## src/rtl/dense_out_serializer_if.sv

```systemverilog
// Stream bundle for dense_out_serializer: wide vector capture side plus
// the beat-wise valid/ready output side and the drop counter.
interface dense_out_serializer_if #(
   parameter int OUT_FEATURES  = 64,
   parameter int DATA_W        = 8,
   parameter int BEAT_FEATURES = 4
);
   logic [OUT_FEATURES*DATA_W-1:0]  in_data;
   logic                            in_valid;
   logic                            in_ready;
   logic [BEAT_FEATURES*DATA_W-1:0] m_data;
   logic                            m_valid;
   logic                            m_ready;
   logic                            m_last;
   logic [15:0]                     drop_cnt;

   // master = environment (upstream layer + downstream sink), slave = serializer
   modport master (
      output in_data, in_valid, m_ready,
      input  in_ready, m_data, m_valid, m_last, drop_cnt
   );

   modport slave (
      input  in_data, in_valid, m_ready,
      output in_ready, m_data, m_valid, m_last, drop_cnt
   );
endinterface

```

## src/rtl/dense_out_serializer.sv

```systemverilog
// Captures a dense_layer result vector and streams it as fixed-width beats.
// Optional macro DENSE_OUT_RELU_EN clamps negative features to zero at capture.
module dense_out_serializer #(
   parameter int OUT_FEATURES  = 64,
   parameter int DATA_W        = 8,
   parameter int BEAT_FEATURES = 4
) (
   input  logic                   clk,
   input  logic                   rst_n,
   dense_out_serializer_if.slave  bus
);
   localparam int VEC_W      = OUT_FEATURES * DATA_W;
   localparam int BEAT_W     = BEAT_FEATURES * DATA_W;
   localparam int NUM_BEATS  = OUT_FEATURES / BEAT_FEATURES;
   localparam int BEAT_CNT_W = (NUM_BEATS > 1) ? $clog2(NUM_BEATS) : 1;
   localparam logic [BEAT_CNT_W-1:0] LAST_BEAT = BEAT_CNT_W'(NUM_BEATS - 1);

   localparam logic [0:0] ST_IDLE   = 1'b0;
   localparam logic [0:0] ST_STREAM = 1'b1;

   if ((OUT_FEATURES % BEAT_FEATURES) != 0) begin : g_bad_cfg
      $error("OUT_FEATURES must be a multiple of BEAT_FEATURES");
   end

   logic [0:0]            state_q,    state_d;
   logic [BEAT_CNT_W-1:0] beat_q,     beat_d;
   logic [VEC_W-1:0]      vec_q,      vec_d;
   logic [15:0]           drop_cnt_q, drop_cnt_d;

   logic [VEC_W-1:0]      cap_data;
   logic [BEAT_W-1:0]     beat_words [NUM_BEATS];
   logic                  streaming;
   logic                  on_last;
   logic                  beat_taken;
   logic                  in_ready_c;
   logic                  capture;
   logic                  drop;

   genvar gi;

   // Capture path; the optional clamp is pure combinational so latency is unchanged
   generate
      for (gi = 0; gi < OUT_FEATURES; gi++) begin : g_cap
`ifdef DENSE_OUT_RELU_EN
         assign cap_data[gi*DATA_W +: DATA_W] =
            bus.in_data[gi*DATA_W + DATA_W - 1] ? '0 : bus.in_data[gi*DATA_W +: DATA_W];
`else
         assign cap_data[gi*DATA_W +: DATA_W] = bus.in_data[gi*DATA_W +: DATA_W];
`endif
      end

      for (gi = 0; gi < NUM_BEATS; gi++) begin : g_beat
         assign beat_words[gi] = vec_q[gi*BEAT_W +: BEAT_W];
      end
   endgenerate

   assign streaming  = (state_q == ST_STREAM);
   assign on_last    = streaming && (beat_q == LAST_BEAT);
   assign beat_taken = streaming && bus.m_ready;
   // A new vector may land in the same cycle the final beat leaves, so no bubble
   assign in_ready_c = !streaming || (on_last && bus.m_ready);
   assign capture    = bus.in_valid && in_ready_c;
   assign drop       = bus.in_valid && !in_ready_c;

   always_comb begin
      state_d    = state_q;
      beat_d     = beat_q;
      vec_d      = vec_q;
      drop_cnt_d = drop_cnt_q;

      if (!streaming) begin
         if (capture) begin
            state_d = ST_STREAM;
            beat_d  = '0;
            vec_d   = cap_data;
         end
      end else if (beat_taken) begin
         if (on_last) begin
            beat_d = '0;
            if (capture) begin
               vec_d = cap_data;
            end else begin
               state_d = ST_IDLE;
            end
         end else begin
            beat_d = beat_q + BEAT_CNT_W'(1);
         end
      end

      if (drop && (drop_cnt_q != 16'hFFFF)) begin
         drop_cnt_d = drop_cnt_q + 16'd1;
      end
   end

   always_ff @(posedge clk or negedge rst_n) begin
      if (!rst_n) begin
         state_q    <= ST_IDLE;
         beat_q     <= '0;
         vec_q      <= '0;
         drop_cnt_q <= '0;
      end else begin
         state_q    <= state_d;
         beat_q     <= beat_d;
         vec_q      <= vec_d;
         drop_cnt_q <= drop_cnt_d;
      end
   end

   // Outputs derive only from flops (and m_ready for in_ready), so reset clears them at once
   assign bus.in_ready = in_ready_c;
   assign bus.m_valid  = streaming;
   assign bus.m_last   = on_last;
   assign bus.m_data   = streaming ? beat_words[beat_q] : '0;
   assign bus.drop_cnt = drop_cnt_q;

endmodule

```

## src/flat_wrapper.sv

```systemverilog
// flat-port wrapper written by rule: the top's interface ports become plain ports
module dense_out_serializer_flat 
#(
   parameter int OUT_FEATURES  = 64,
   parameter int DATA_W        = 8,
   parameter int BEAT_FEATURES = 4
)
  (clk, rst_n, bus_in_data, bus_in_valid, bus_m_ready, bus_in_ready, bus_m_data, bus_m_valid, bus_m_last, bus_drop_cnt);
  dense_out_serializer_if #(.OUT_FEATURES(OUT_FEATURES), .DATA_W(DATA_W), .BEAT_FEATURES(BEAT_FEATURES)) bus_i ();
  input  logic clk;
  input  logic rst_n;
  input wire logic [$bits(bus_i.in_data)-1:0] bus_in_data;
  input wire logic [$bits(bus_i.in_valid)-1:0] bus_in_valid;
  input wire logic [$bits(bus_i.m_ready)-1:0] bus_m_ready;
  output wire logic [$bits(bus_i.in_ready)-1:0] bus_in_ready;
  output wire logic [$bits(bus_i.m_data)-1:0] bus_m_data;
  output wire logic [$bits(bus_i.m_valid)-1:0] bus_m_valid;
  output wire logic [$bits(bus_i.m_last)-1:0] bus_m_last;
  output wire logic [$bits(bus_i.drop_cnt)-1:0] bus_drop_cnt;
  assign bus_i.in_data = bus_in_data;
  assign bus_i.in_valid = bus_in_valid;
  assign bus_i.m_ready = bus_m_ready;
  assign bus_in_ready = bus_i.in_ready;
  assign bus_m_data = bus_i.m_data;
  assign bus_m_valid = bus_i.m_valid;
  assign bus_m_last = bus_i.m_last;
  assign bus_drop_cnt = bus_i.drop_cnt;
  dense_out_serializer #(.OUT_FEATURES(OUT_FEATURES), .DATA_W(DATA_W), .BEAT_FEATURES(BEAT_FEATURES)) u_core (.clk(clk), .rst_n(rst_n), .bus(bus_i));
endmodule
```

## config.mk

```make
export PLATFORM = sky130hd
export DESIGN_NAME = dense_out_serializer_flat
export DESIGN_NICKNAME = d
export VERILOG_FILES = /design/src/rtl/dense_out_serializer_if.sv /design/src/rtl/dense_out_serializer.sv /design/src/flat_wrapper.sv
export SDC_FILE = /design/constraint.sdc
export NUM_CORES = 1
export LEC_CHECK = 0
export ABC_AREA = 0
export CELL_PAD_IN_SITES_DETAIL_PLACEMENT = 0
export CELL_PAD_IN_SITES_GLOBAL_PLACEMENT = 1
export CORE_MARGIN = 2
export CORE_UTILIZATION = 39
export CTS_CLUSTER_SIZE = 14
export DETAILED_ROUTE_END_ITERATION = 6
export PLACE_DENSITY = 0.87
export REMOVE_ABC_BUFFERS = 1
export SLEW_MARGIN = 20
export SYNTH_ARGS = -nofsm -noshare
export SYNTH_HDL_FRONTEND = slang
export SYNTH_SLANG_ARGS = --single-unit
export TNS_END_PERCENT = 30
```

## constraint.sdc

```tcl
create_clock -name clk -period 2 [get_ports clk]
set_clock_uncertainty 0.05 [all_clocks]
set_input_delay 0.4 -clock clk [delete_from_list [all_inputs] [get_ports clk]]
set_output_delay 0.4 -clock clk [all_outputs]
set_load 0.05 [all_outputs]
```

==> flow_summary.toml <==
[critical_path]
critical_path.reg2reg.startpoint = "u_core.beat_q[1]$_DFFE_PN0P_"
reg_to_reg_end = "u_core.vec_q[394]$_DFFE_PN0P_"
worstSetupEndpointType = "output pin"
cpMaxStageDelayCell = "dfrtp_4"
cp-start-kind = "register"
worstPathCellList = "buf_12 -> buf_4 -> mux2i_1 -> a22oi_1 -> a22oi_2 -> o211ai_1 -> clkbuf_16"
r2r_slack_ps = -670
critPathLaunch = "u_core.beat_q[1]$_DFFE_PN0P_"
crit_arrival_ps = 2580
ff2ff_path_depth = 12
cp_max_fo = 12
max_stage_delay_ps = 520
crit_path_end = "bus_m_data[13]"
critPathKind = "register to output pin"
timing.critical_path.required_ps = 1550

[global_routing]
antenna_found_initial = 16
grt_first_pass_wirelength_um = 115000
grt_max_degree = 79
grt_pass1_vias = 18607
global_route.overflow_total = 0
gr-usage-all-layers_pct = 21.5

[power_and_ir_drop]
total_leakage_power_nw = 16.4
irDropWorstVdd_v = 0.00138
finalPower_w = 0.0606
cell_pwr_density_mw_per_mm2 = 1610

[run]
cap_viol_max_count = 0

[synth]
yosysTopAreaCell = "dfrtp_1"
multiplexer_share_of_the_synthesized_area_pct = 40.5
synth_top_family_by_area = "multiplexers"
synthXorXnorAreaFrac_pct = 0.459
synth-warning-count = 0
synth_enable_flop_cells = 0
yosys.area_share.adder_pct = 0.0937
post_synth_num_cell_types = 47
yosys_most_used_dff = "dfrtp_1"
syn-instance-count = 1521
post_synthesis_sequential_element_count = 533
postSynth.asyncResetShare_pct = 100
fraction_of_synthesized_cell_area_taken_by_the_top_area_cell_type_pct = 49.9
synth_sequential_area_ratio_pct = 49.9
syn-cell-area_mm2 = 0.0267
synthesis.area_per_instance_um2 = 17.6
synth_simple_gate_area_share_pct = 2.11
synth_top_cells_by_area = "dfrtp_1, mux2_4, mux4_2"
synth_compound_gate_area_share_pct = 1.80

[timing]
timing.final.crit_share_pct = 151
grt_setup_unrepaired = "yes"
slew_headroom_pct = 63.1
fin_ws_ps = -1030
report.final.setup_viol = 564
worstMarginPinSlew_ps = 553
finalCriticalPeriod_ps = 3030
max_freq_mhz = 330
hold_viol_final = 0
maxSlewViolCount = 0

[clocking]
cts_sinks = 533
ctsLongestPathBuffers = 3
cts.reportedPaths.clkPinSlew_ps = 60
ctsRootBufferMaster = "clkbuf_16"
cts_buffers = 58
h-tree-depth = 2
insertion_delay_ps = 610
cts_tree = "built"

[detailed_routing]
avgViaCountPerCell = 5.19
routed_wire_length_per_instance_um = 24.5
routed-via-count = 16576
detail_route.first_pass.iterations = 5
drt_first_iter_violations = 1033
wirelength_um = 78300
ant_nets = 0
route.detailed.drc = 0

[layout]
fin_nets = 2785
finalNonFillerCells = 3193
fill_cells = 5134
flow.area_growth_from_synthesis_pct = 41.0
final_layout_size_suffix_gt1_share_pct = 46.3

[die]
floorplan.io_pins = 567
placeableCoreArea_mm2 = 0.0675
initial_core_utilization_pct = 39.6
dieArea_mm2 = 0.0706
die_height_um = 266
placement_rows = 95
die_x_um = 266

[place]
port_buffers = 566
gp_routability_congestion = 0.892
dp_hpwl_um = 54900
numPlacedInstances = 3018

[status]
result_of_the_run = "complete, but fails checks"
failed_checks = "setup timing"

[worst_hold_path]
hold_class = "input port to async pin"
-- flip-flops by register name, summed over array words and instances, names as in the netlist --
register / flops
u_core.bus.drop_cnt: 16
u_core.bus.m_valid: 1
u_core.beat_q: 4
u_core.vec_q: 512
-- power breakdown --
group / leakage [nW] / total [W] / switching [W] / internal (W)
registers: 6.52 / 0.0194 / 0.00342 / 0.0160
clock network: 0.941 / 0.0106 / 0.00452 / 0.00611
logic: 8.92 / 0.0306 / 0.0123 / 0.0183
total: 16.4 / 0.0606 / 0.0202 / 0.0404
-- cells in the final DEF, fill, tap and decap left out, types with 4 or more instances in the layout --
cell	Yosys	layout
a22oi_2	0	10
nand4_1	4	4
o22ai_2	0	18
mux2_2	34	34
buf_4	9	125
clkbuf_1	15	11
clkbuf_8	0	14
dfrtp_1	533	530
nand2b_1	4	4
nor2_1	7	7
buf_6	1	34
clkdlybuf4s50_1	0	514
inv_6	0	4
nor3_1	4	4
buf_16	0	17
and3_1	5	5
o21ai_0	4	4
clkbuf_16	0	67
mux4_2	112	112
mux2i_1	72	53
buf_8	0	12
bufbuf_16	0	5
mux2_4	480	480
buf_12	54	74
nand2_1	29	29
o211ai_1	10	10
a22oi_1	24	14
mux2i_2	0	17
clkinv_2	0	14
diode_2	0	7
nand3_1	18	17
xor2_1	11	11
-- kinds of logic (layout without fill, tap and decap cells) --
kind of cell / Yosys count / in the layout
XOR/XNOR: 14 / 14
AO/OA/AOI/OAI: 69 / 69
AND/OR/NAND/NOR: 98 / 98
buffers and inverters: 107 / 899
adder cells (fa/ha/maj): 2 / 2
multiplexers: 698 / 698
flip-flops: 533 / 533
other: 0 / 7
-- repair_timing --
item	CTS	global route
hold endpoints to repair	43	0
hold buffers	1	0
pin swaps	8	21
cloned	11	7
setup buffers	23	24
gates resized for setup	88	66
endpoints found under the setup margin	563	565
-- cell type report --
cell class | count | area, um2 | share of cell area, %
Antenna cell | 7 | 17.5 | 0.0465
Sequential cell | 533 | 13300 | 35.4
Timing Repair Buffer | 791 | 8990 | 23.9
Multi-Input combinational cell | 881 | 12300 | 32.7
Clock inverter | 23 | 198 | 0.525
Inverter | 2 | 7.51 | 0.0199
Clock buffer | 83 | 1690 | 4.47
Tap cell | 873 | 1090 | 2.90
-- per-stage QoR --
step / TNS [ps] / instance area (um2) / worst slack [ps] / hold slack [ps] / util (%)
2_1_floorplan: -5022900 / 25400 / -9470 / 54.4 / -
3_3_place_gp: -180080 / 34100 / -474 / 304 / 50.5
3_5_place_dp: -207380 / 34100 / -498 / 297 / 50.5
4_1_cts: -333440 / 37000 / -1060 / 226 / 54.9
5_1_grt: -342980 / 37700 / -1110 / 259 / 55.8
6_report: -289920 / 37700 / -1030 / 252 / 55.8
-- worst max-delay path, delay by kind of cell, from the launching register on --
kind,cells,cell delay (ps)
compound gates,3,750
buf+inv,3,570
flops,1,520
mux,1,120
-- Yosys cell counts (5+ instances only) --
master    instances
and3_1            5
nand2_1          29
nor2_1            7
clkbuf_1         15
mux2_4          480
buf_4             9
o22ai_1          19
buf_2            26
a22oi_1          24
xor2_1           11
mux2i_1          72
nand3_1          18
mux2_2           34
buf_12           54
mux4_2          112
dfrtp_1         533
o211ai_1         10
-- routing by layer --
metal / routed length, um / vias up / part of all wire [%] / track usage (%)
li1: - / 7194 / - / -
met1: 31400 / 8597 / 40 / 27.1
met2: 39500 / 628 / 50 / 36.7
met3: 5080 / 139 / 6.5 / 4.94
met4: 2200 / 18 / 2.8 / 6.67
met5: 105 / - / 0.13 / 0
-- how the worst min path moves through the flow --
stage               start                            end
finish              rst_n  u_core.vec_q[176]$_DFFE_PN0P_
CTS                 rst_n  u_core.vec_q[112]$_DFFE_PN0P_
detailed placement  rst_n  u_core.vec_q[112]$_DFFE_PN0P_
floorplan           rst_n   u_core.beat_q[0]$_DFFE_PN0P_
global route        rst_n  u_core.vec_q[176]$_DFFE_PN0P_
global placement    rst_n   u_core.vec_q[48]$_DFFE_PN0P_
(Power assumes the default switching activity.)
